--- src/rtl/eight_three_priority_encoder_pkg.sv ---
// Shared sizes and FSM state encoding for the 8:3 priority encoder.
// Both the arbitration sub-module and the top import this package.
package eight_three_priority_encoder_pkg;

  localparam int N_REQ  = 8;
  localparam int CODE_W = 3;

  typedef enum logic {
    IDLE  = 1'b0,
    GRANT = 1'b1
  } state_t;

endpackage

--- src/rtl/eight_three_priority_encoder_prio_enc8.sv ---
// Purpose: combinational highest-index encoder of 8 lines into a 3-bit code plus an any flag.
// Latency: zero cycles. Backpressure: none, because it is purely combinational.
module prio_enc8
  import eight_three_priority_encoder_pkg::*;
(
  input  logic [N_REQ-1:0]  req,
  output logic [CODE_W-1:0] code,
  output logic              any
);

  // Ascending scan, so the last set bit seen (the highest index) wins.
  always_comb begin
    code = '0;
    for (int i = 0; i < N_REQ; i++) begin
      if (req[i]) code = CODE_W'(i);
    end
  end

  assign any = |req;

endmodule

--- src/rtl/eight_three_priority_encoder.sv ---
// Purpose: latches requests into PEND and holds a registered grant code until ACK. Latency: I to VALID is 2 cycles.
// Backpressure: the grant is held stable until ACK and is never preempted; at most one grant is issued per 2 cycles.
module eight_three_priority_encoder
  import eight_three_priority_encoder_pkg::*;
#(
  parameter bit EDGE_MODE = 1'b1
) (
  input  logic              CLK,
  input  logic              RST_N,
  input  logic              EN,
  input  logic [N_REQ-1:0]  I,
  input  logic [N_REQ-1:0]  MASK,
  input  logic              ACK,
  output logic [CODE_W-1:0] O,
  output logic              VALID,
  output logic              GS,
  output logic [N_REQ-1:0]  PEND
);

  logic [N_REQ-1:0]  i_d;
  logic [N_REQ-1:0]  set_vec;
  logic [N_REQ-1:0]  clr_vec;
  logic [N_REQ-1:0]  live;
  logic [CODE_W-1:0] win_code;
  logic              win_any;
  state_t            state;

  assign live = PEND & ~MASK;

  prio_enc8 u_enc (
    .req  (live),
    .code (win_code),
    .any  (win_any)
  );

  assign GS = win_any;

  always_comb begin
    set_vec = EDGE_MODE ? (I & ~i_d) : I;
  end

  always_comb begin
    clr_vec = '0;
    if (state == GRANT && ACK) clr_vec[O] = 1'b1;
  end

  // Set is applied after clear, so a same-cycle set on the granted bit wins.
  always_ff @(posedge CLK or negedge RST_N) begin
    if (!RST_N) begin
      PEND <= '0;
      i_d  <= '0;
    end else begin
      PEND <= (PEND & ~clr_vec) | set_vec;
      i_d  <= I;
    end
  end

  always_ff @(posedge CLK or negedge RST_N) begin
    if (!RST_N) begin
      state <= IDLE;
      O     <= '0;
      VALID <= 1'b0;
    end else begin
      case (state)
        IDLE: begin
          if (EN && win_any) begin
            O     <= win_code;
            VALID <= 1'b1;
            state <= GRANT;
          end
        end
        GRANT: begin
          if (ACK) begin
            VALID <= 1'b0;
            state <= IDLE;
          end
        end
        default: begin
          VALID <= 1'b0;
          state <= IDLE;
        end
      endcase
    end
  end

endmodule
--- config.mk ---
export PLATFORM = sky130hd
export DESIGN_NAME = eight_three_priority_encoder
export DESIGN_NICKNAME = d
export VERILOG_FILES = /design/src/rtl/eight_three_priority_encoder_pkg.sv /design/src/rtl/eight_three_priority_encoder_prio_enc8.sv /design/src/rtl/eight_three_priority_encoder.sv
export SDC_FILE = /design/constraint.sdc
export NUM_CORES = 1
export LEC_CHECK = 0
export CORE_ASPECT_RATIO = 0.7
export CORE_UTILIZATION = 43
export DETAILED_ROUTE_END_ITERATION = 16
export GPL_TIMING_DRIVEN = 0
export MAX_ROUTING_LAYER = met4
export PLACE_DENSITY_LB_ADDON = 0.2
export SYNTH_ARGS = -nofsm -noshare
export SYNTH_HDL_FRONTEND = slang
export SYNTH_SLANG_ARGS = --single-unit
--- constraint.sdc ---
create_clock -name CLK -period 1.8 [get_ports CLK]
set_clock_uncertainty 0.05 [all_clocks]
set_input_delay 0.27 -clock CLK [delete_from_list [all_inputs] [get_ports CLK]]
set_output_delay 0.27 -clock CLK [all_outputs]
set_load 0.03 [all_outputs]
==> results of run 1 <==
[final cells by class]
type | count | share of cell area, %
timing repair buffer | 35 | 26.0
multi-input combinational | 44 | 25.9
inverter | 13 | 3.73
clock buffer | 3 | 1.72
sequential | 21 | 40.2
clock inverter | 1 | 0.382
tap | 22 | 2.10
[critical path: stages, from the launching register on]
cell and delay, ps:
dfrtp_1 410, nor2b_4 150, nor4_4 280, nand3_1 130, buf_6 160
[stage by stage]
stage	total power, uW	cells	setup slack [ps]
after floorplan	898	78	104
after global placement	1110	132	-472
after detailed placement	1110	132	-471
after CTS	1350	138	-55.2
after global routing	1430	139	-43.5
final	1340	139	41.2
[how the worst max path moves through the flow]
stage | from | end | slack, ps
6_report | PEND[4] | GS | 40
5_1_grt | PEND[4] | GS | -40
4_1_cts | PEND[7] | GS | -60
3_5_place_dp | MASK[4] | GS | -470
3_3_place_gp | MASK[4] | GS | -470
2_1_floorplan | PEND[3] | O[0] | 100
[kinds of logic after synthesis]
group	after synthesis	synth area share, %
AOI/OAI and AO/OA	25	18.1
buffers and inverters	13	5.39
muxes	3	4.43
and+or+nand+nor	16	14.0
DFF	21	58.1
[synth_stat cells]
cell       instances
a2bb2oi_1          1
and2b_1            2
a311oi_4           1
nor2b_1            1
nand3_1            2
nand2b_1           3
nor2b_2            1
mux2_4             2
inv_1             13
a21oi_1            4
nor2_1             1
dfrtp_1           21
nand2_1            2
nor4_4             1
o21ai_0           14
nand3b_1           1
mux2i_1            1
a21o_2             1
o31ai_1            4
nor2b_4            2
[power groups by stage]
stage	Combinational, uW	Clock (uW)	Sequential [uW]
3_3_place_gp	488	0	619
4_1_cts	497	238	610
5_1_grt	536	267	624
6_report	502	229	612
3_5_place_dp	492	0	619
2_1_floorplan	172	0	726
[layer usage]
| metal | track usage (%) | up-vias |
|---|---|---|
| met4 | 7.32 | 0 |
| met2 | 29.5 | 28 |
| met1 | 23.9 | 324 |
| li1 | - | 343 |
| met3 | 7.10 | 4 |
| met5 | - | - |
[repair_timing]
item / CTS / global route
pin swaps: 1 / 2
hold endpoints to repair: 0 / 0
setup endpoints to repair: 3 / 1
buffers inserted: 2 / 1
resized for setup: 11 / 2
[registers in the layout (all words and copies together) (netlist names)]
signal / cells
PEND: 8
i_d: 8
O: 3
VALID: 1
state: 1
==> flow_summary.ini, run 1 <==
[sta]
finalSetupTns_ps = 0
rsz0062_at_grt = yes
min_period_over_period_pct = 97.7
holdWs_ps = 361
tightest_slew_ps = 947
final-hold-violation-count = 0
setup_violations = 0
slew_headroom_pct = 36.7
drv_slew = 0
period_needed_ps = 1760
clock.fmax_mhz = 569

[cts]
clk_pin_slew_ps = 110
cts.sinks = 21
hold_buffers = 0
cts_inserted_buffers = 3
clock_path_buffers = 2
cts_tree = done
root_buffer = clkbuf_4
clock_latency_ps = 310
htreeDepth = 1

[yosys]
synth.yosys.seq_area_share_pct = 58.1
synth_area_leaders = dfrtp_1 58%, o21ai_0 7.7%, inv_1 5.4%
synth_top_area_share_pct = 58.1
yosys_warnings = 0
synth_area_sq_um = 905
synth_cells = 78
synth_nets = 98
syn_area_per_cell_sq_um = 11.6
synth_top_cell_by_area = dfrtp_1
ys_seq_elements = 21
synth.distinct_cells = 20

[routing]
top_layer_used = met4
wl_microns = 1830
first_iter_violations = 24
wire_per_inst_microns = 13.2
viasPerCell = 5.03
drc = 6
first_pass_iters = 10
vias = 699
ant_nets = 0
wl_met1_microns = 820
dr_wl_met3_microns = 165
routed-wl-met2_microns = 818

[status]
status = complete, but fails checks
violations = DRC

[power]
pwr-share-comb_pct = 37.4
p_sw_share_pct = 35.4
powerDensity_mw_per_mm2 = 1030
p_seq_share_pct = 45.6
power_switching_uw = 476
peakVddDrop_uv = 540
internal_power_uw = 868
power_leakage_uw = 0.000578
clkPwrFrac_pct = 17.0

[final_layout]
design_area_sq_mm = 0.00131
area_growth_pct = 44.7
final_cell_mix = 28 x clkdlybuf4s50_1, 21 x dfrtp_1, 14 x o21ai_0
n_fill_cell = 150
register_area_sq_um = 526
final_util_pct = 68.2
drive_above_1_share_pct = 16.2
final_common_cell = clkdlybuf4s50_1
n_antenna_cell = 0
multiInputGateArea_sq_um = 339
finish.net_count = 138

[setup_path]
path_max_fanout = 3
critPathKind = reg2out
cp-start-kind = flip-flop
reg2reg_to = O[1]
reg2reg_depth = 5
r2r_slack_ps = 120
end_kind = primary output
arrival_ps = 1440
required_ps = 1480
r2r-start = PEND[6]

[die]
die_area_sq_mm = 0.00229
io_pins = 33
start_util_pct = 47.1
core_area_sq_mm = 0.00192
fp.dieH_microns = 40.4
die_w_microns = 56.8
core.rowCount = 13

[global_routing]
grt_pass1_vias = 647
overflow = 0
grt_pass1_wl_microns = 2960
antenna_found_initial = 0
grt_max_degree = 22
grt_use_total_pct = 19.3

[placed_design]
placed_cell_area_sq_mm = 0.00125
dp_hpwl_microns = 1300
portBuffers = 32
routabilityCongestion = 0.789

[min_path]
worstHoldStart = I[3]
hold_depth = 1
hold_path.class = in2reg
hold-path-endpoint = i_d[3]

[flow_run]
drv_cap = 0
(Power assumes the default switching activity.)
==> run 2, diff against run 1 <==
--- a/config.mk
+++ b/config.mk
@@ -10,7 +10,7 @@
 export DETAILED_ROUTE_END_ITERATION = 16
 export GPL_TIMING_DRIVEN = 0
 export MAX_ROUTING_LAYER = met4
-export PLACE_DENSITY_LB_ADDON = 0.2
+export PLACE_DENSITY = 0.78
 export SYNTH_ARGS = -nofsm -noshare
 export SYNTH_HDL_FRONTEND = slang
 export SYNTH_SLANG_ARGS = --single-unit
==> flow_summary.ini, run 2 (synthesis gave the netlist of run 1 again) <==
[setup_path]
end_kind = primary output
arrival_ps = 1460
required_ps = 1480
cp-start-kind = flip-flop
path_max_fanout = 3
critPathKind = reg2out

[final_layout]
final_cell_mix = 28 x clkdlybuf4s50_1, 21 x dfrtp_1, 14 x o21ai_0
final_common_cell = clkdlybuf4s50_1
drive_above_1_share_pct = 16.9
finish.net_count = 139
largestRegisters = PEND (8), i_d (8), O (3)
n_fill_cell = 161
n_antenna_cell = 0
design_area_sq_mm = 0.00132
area_growth_pct = 45.9

[cts]
cts.sinks = 21
root_buffer = clkbuf_4
hold_buffers = 0
clock_path_buffers = 2
cts_tree = done
clock_latency_ps = 310
cts_inserted_buffers = 3
clk_pin_slew_ps = 110
htreeDepth = 1

[power]
peakVddDrop_uv = 566
pwr-share-comb_pct = 38.1
power_switching_uw = 479
powerDensity_mw_per_mm2 = 1030
p_seq_share_pct = 45.3
clkPwrFrac_pct = 16.6
power_leakage_uw = 0.000581
p_sw_share_pct = 35.4
internal_power_uw = 875

[global_routing]
grt_use_total_pct = 20.2
grt_pass1_vias = 731
antenna_found_initial = 0
overflow = 0
grt_max_degree = 22
grt_pass1_wl_microns = 3160

[routing]
ant_nets = 0
wl_microns = 1960
drc = 2
viasPerCell = 5.14
vias = 719
first_pass_iters = 12
first_iter_violations = 16
wire_per_inst_microns = 14.0

[placed_design]
routabilityCongestion = 0.820
dp_hpwl_microns = 1460
placed_cell_area_sq_mm = 0.00125
place_ws_ps = -482
portBuffers = 32

[flow_run]
drv_cap = 0

[min_path]
hold_path.class = in2reg

[sta]
clock.fmax_mhz = 562
tightest_slew_ps = 935
rsz0062_at_grt = yes
drv_slew = 0
min_period_over_period_pct = 98.9
slew_headroom_pct = 37.5
setup_violations = 0
setup_slack_ps = 19.2
period_needed_ps = 1780
final-hold-violation-count = 0

[die]
start_util_pct = 47.1
core_area_sq_mm = 0.00192
core.rowCount = 13
io_pins = 33
fp.dieH_microns = 40.4
die_w_microns = 56.8
die_area_sq_mm = 0.00229

[status]
violations = DRC
status = complete, but fails checks
run 2: changes by cell type in the layout (fill, tap and decap cells not counted):
| cell | delta |
|---|---|
| buf_4 | +1 |
| dlymetal6s2s_1 | +1 |
| dlygate4sd2_1 | -1 |
run 2: critical path: stages (launching register included):
cell and delay (ps):
dfrtp_1 420, nor2b_4 150, nor4_4 290, nand3_1 130
buf_6 160
run 2: layout make-up:
class	instances	area, sq um	share of cell area (%)
clock inverter	1	5.00	0.379
tap	22	27.5	2.09
timing repair buffer	36	352	26.6
inverter	13	48.8	3.70
clock buffer	3	22.5	1.71
multi-input combinational	44	339	25.7
sequential	21	526	39.8
run 2: power groups by stage:
stage / Combinational [uW] / Sequential, uW / Clock (uW)
2_1_floorplan: 172 / 726 / 0
3_3_place_gp: 487 / 618 / 0
3_5_place_dp: 496 / 621 / 0
4_1_cts: 494 / 613 / 238
5_1_grt: 554 / 625 / 258
6_report: 516 / 614 / 225
run 2: through the flow:
step                      setup TNS (ps)  utilization [%]  total power, uW  hold WS, ps  instances
final                                  0             68.8             1350          360        140
after global placement              -708             65.3             1110          351        132
after global routing               -63.3             68.8             1440          351        140
after CTS                              0             67.1             1340          350        137
after detailed placement            -784             65.3             1120          361        132
after floorplan                        0                -              898        -75.6         78
run 2: worst paths after layout:
kind / start / endpoint / slack (ps) / cells past startpoint
min in group asynchronous: RST_N / PEND[0] / 420 / 1
max in group asynchronous: RST_N / O[0] / 710 / 1
min reg2reg: i_d[4] / PEND[4] / 370 / 1
max: PEND[4] / GS / 20 / 4
max reg2reg: PEND[6] / O[1] / 90 / 5
min: I[4] / i_d[4] / 360 / 1
run 2: metal layers:
layer / GRT usage, % / wire [microns] / vias up
met1: 21.7 / 844 / 338
met3: 7.42 / 135 / 6
met2: 36.3 / 937 / 25
li1: - / - / 350
met4: 6.71 / 40 / 0
met5: - / 0 / -
run 2: timing repair:
item,4_1_cts,5_1_grt
endpoints found under the hold margin,0,0
pin swaps,1,2
endpoints found under the setup margin,3,2
buffers inserted,1,3
gates resized for setup,9,5
==> RTL edit 1 (settings of run 2) <==
Change the package constant `CODE_W` from 3 to 2.
--- a/src/rtl/eight_three_priority_encoder_pkg.sv
+++ b/src/rtl/eight_three_priority_encoder_pkg.sv
@@ -5,3 +5,3 @@
   localparam int N_REQ  = 8;
-  localparam int CODE_W = 3;
+  localparam int CODE_W = 2;
 
Interface: changed (resized O); port bits go from 33 to 32. The function was not compared with the original's and may differ.
==> RTL edit 1 against run 2 <==
- the flow finishes with violations (negative setup slack)
- clock power grew 64%
- combinational power shrank 38%
- fmax shrank 2.1%
- cell area shrank 5.3%
- synthesized area shrank 10%
- total power shrank 9.1%
- sequential cell count shrank 1
- non-clock buffer count shrank 1
- register-to-register slack gained 0.06 ns
- core utilization grew 5.6 points
- routed wire length shrank 11%
- worst setup slack lost 0.038 ns
==> RTL edit 1: results <==
[synth]
synth.distinct_cells = 20
syn_nets = 88
synth_common_cells = 20 x dfrtp_1, 12 x inv_1, 10 x o21ai_0
synth_area_leaders = dfrtp_1 61%, o21ai_0 6.1%, inv_1 5.5%
ys_seq_area_share_pct = 61.44
ys.warnings.count = 0
syn_avg_cell_area_um2 = 11.98

[place]
globalplace.congestion = 0.8606
place_inst = 120
hpwlAfterDp_um = 1337
numPortBuffers = 31

[finish]
fillers = 119
final_cells = 128
drive_gt1_share_pct = 14.95
reg_top3 = PEND x8, i_d x8, O x2
multi_input_area_um2 = 276.5
antenna_cells = 0

[sta]
setup_ws_ns = -0.01924
finalSetupViolCount = 1
slew_headroom_pct = 40.93
whs_ns = 0.3633

[critical_path]
r2r-start = PEND[4]
cp_max_fo = 2
worstReg2RegEnd = O[0]
crit_arrival_ns = 1.50
r2r_cells = 5
r2r_setup_slack_ns = 0.15

[drt]
routed_wl_um = 1739
drt_iter0_markers = 2
first_pass_iters = 2
via_per_inst = 4.922

[power]
p_int_uw = 876.5
p_leak_uw = 0.0005619
ir_worst_vdd_v = 0.0008333

[worst_hold_path]
min_from = I[3]
hold_end = i_d[3]

[grt]
grt_pass1_wl_um = 2663
grt_pass1_vias = 598
grt_max_degree = 21
track_usage_pct = 20.16

[clocking]
ctsResizeCount = 7
root_buffer = clkbuf_4
cts_setup_buffers = 3

[status]
violations = negative setup slack
status = finished, violations left
RTL edit 1: cells by family after synthesis:
logic type	synth area share (%)
flops	61.44
buf+inv	5.530
compound gates	21.51
mux	1.843
simple gates	9.677
RTL edit 1: how the worst max path moves through the flow:
stage / startpoint / to / slack, ns
finish: PEND[4] / GS / -0.02
global placement: MASK[4] / GS / -0.47
floorplan: PEND[4] / O[0] / 0.13
CTS: PEND[4] / GS / -0.02
detailed placement: MASK[4] / GS / -0.46
global route: PEND[4] / GS / -0.09
RTL edit 1: final cells by class:
class,instances,share of cell area [%]
Clock inverter,1,2.402
Multi-Input combinational cell,36,22.12
Inverter,12,3.604
Sequential cell,20,40.04
Clock buffer,3,1.802
Timing Repair Buffer,35,27.93
Tap cell,21,2.102
RTL edit 1: stage by stage:
stage | TNS (ns) | worst slack, ns
finish | -0.01924 | -0.01924
global route | -0.09278 | -0.09278
CTS | -0.02337 | -0.02337
detailed placement | -0.5668 | -0.4592
global placement | -0.5633 | -0.4722
floorplan | 0 | 0.1317
RTL edit 1: layer usage:
metal,global-route usage (%),vias up,routed length (um)
met3,8.333,3,123
met2,34.57,19,840
met4,3.846,0,17
li1,-,309,-
met1,22.34,299,759
met5,-,-,0
RTL edit 1: power by group through the flow:
stage                     sequential, uW  combinational, uW  clock [uW]
after floorplan                      618               87.2           0
after global placement               548                307           0
after CTS                            541                322         377
final                                540                320         370
after global routing                 546                344         396
after detailed placement             550                317           0
RTL edit 1: critical path, delay by kind of cell, from the launching register on:
family                 cells  cell delay [ns]
buffers and inverters      1             0.16
flip-flops                 1             0.41
AND/OR/NAND/NOR            2             0.27
AO/OA/AOI/OAI              1             0.34
==> RTL edit 2 (config.mk and constraints of run 2) <==
Made on the original files. Make the reset (`RST_N`) synchronous in 2 clocked blocks.
--- a/src/rtl/eight_three_priority_encoder.sv
+++ b/src/rtl/eight_three_priority_encoder.sv
@@ -47,3 +47,3 @@
   // Set is applied after clear, so a same-cycle set on the granted bit wins.
-  always_ff @(posedge CLK or negedge RST_N) begin
+  always_ff @(posedge CLK) begin
     if (!RST_N) begin
@@ -57,3 +57,3 @@
 
-  always_ff @(posedge CLK or negedge RST_N) begin
+  always_ff @(posedge CLK) begin
     if (!RST_N) begin
Formal check against the unedited RTL: differs if RST_N is asserted again (counterexample within 4 cycles, from zero or initial values and one cycle with RST_N low); with RST_N held inactive, the same outputs for 10 cycles.
==> RTL edit 2 against run 2 <==
- routed wire length grew 8.3%
- cell area grew 2.7%
- sequential cell count did not move
- sequential share of layout area is 8.8 points lower
- synthesized area rose by 6.5%
- sequential power decreased by 14%
- total power down 24%
- final cell count increased by 14%
- worst setup slack better by 0.0024 ns
==> RTL edit 2: results <==
[drt]
wl_met2_um = 982
wl_met1_um = 996
wl_met3_um = 123
wl_per_cell_um = 13.24
drt_iter0_markers = 22
via_per_inst = 4.969
first_pass_iters = 4

[worst_hold_path]
min_from = VALID
hold_class = flop to flop
min_path_cells = 2
hold_end = VALID

[finish]
n_sequential_cell = 21
final-clk-cell-share_pct = 2.030
nNetsFinal = 151
drive_gt1_share_pct = 13.08
stdcell_area_mm2 = 0.001356
multi_input_area_um2 = 540.5
num-multi-input-gates = 71
inv_count = 0
fillers = 172
sh_seq_area_pct = 31.00
buffer_area_share_pct = 24.35

[synth]
ys_seq_area_share_pct = 43.64
synth_common_cells = 21 x dfxtp_1, 12 x nand2b_1, 9 x o21ai_0
synth_mux_area_share_pct = 1.039
async_reset_ff_share_pct = 0
synth.distinct_cells = 26
syn_avg_cell_area_um2 = 10.25
synth_area_um2 = 963.4
synth_area_leaders = dfxtp_1 44%, nand2b_1 7.8%, nand2b_4 7.1%
syn_nets = 114
synth-compound-area-share_pct = 19.61

[sta]
whs_ns = 0.4235
slew_headroom_pct = 73.56

[grt]
grt_max_degree = 13
gr-usage-met3_pct = 6.854
grt_pass1_vias = 811
met1_usage_pct = 25.49
grt_pass1_wl_um = 3698
grtUsageMet2_pct = 34.48
track_usage_pct = 21.28

[power]
ir_worst_vdd_v = 0.0004136
p_leak_uw = 0.0005986

[clocking]
cts_setup_buffers = 0
clk_latency_ns = 0.31

[critical_path]
cp_max_fo = 4
r2r_cells = 4
worstReg2RegEnd = O[0]
cp-startpoint = MASK[6]
r2r_setup_slack_ns = 0.54

[place]
hpwlAfterDp_um = 1626
place_inst = 156
dpl_cell_area_mm2 = 0.001321
globalplace.congestion = 0.7886

[status]
status = completed
==> RTL edit 2: repair_timing <==
| item | in CTS | in global routing |
|---|---|---|
| endpoints found under the setup margin | 3 | 5 |
| pin swaps | 0 | 0 |
| gates resized for setup | 7 | 5 |
==> RTL edit 2: worst max-delay path: stages <==
cell and delay [ns]:
clkdlybuf4s50_1 0.47, nand2b_4 0.15, nand4_4 0.12, or2_4 0.27, buf_2 0.18
==> RTL edit 2: worst max-delay path by stage <==
| stage | end | slack [ns] | depth (start not counted) |
|---|---|---|---|
| global placement | GS | -0.38 | 5 |
| finish | GS | 0.02 | 5 |
| floorplan | O[0] | 0.41 | 4 |
| detailed placement | GS | -0.40 | 5 |
| CTS | GS | 0.01 | 5 |
| global route | GS | -0.02 | 5 |
==> RTL edit 2: power breakdown <==
| group | internal [uW] | switching (uW) |
|---|---|---|
| logic | 138 | 128 |
| registers | 500 | 31.7 |
| clock network | 83.1 | 150 |
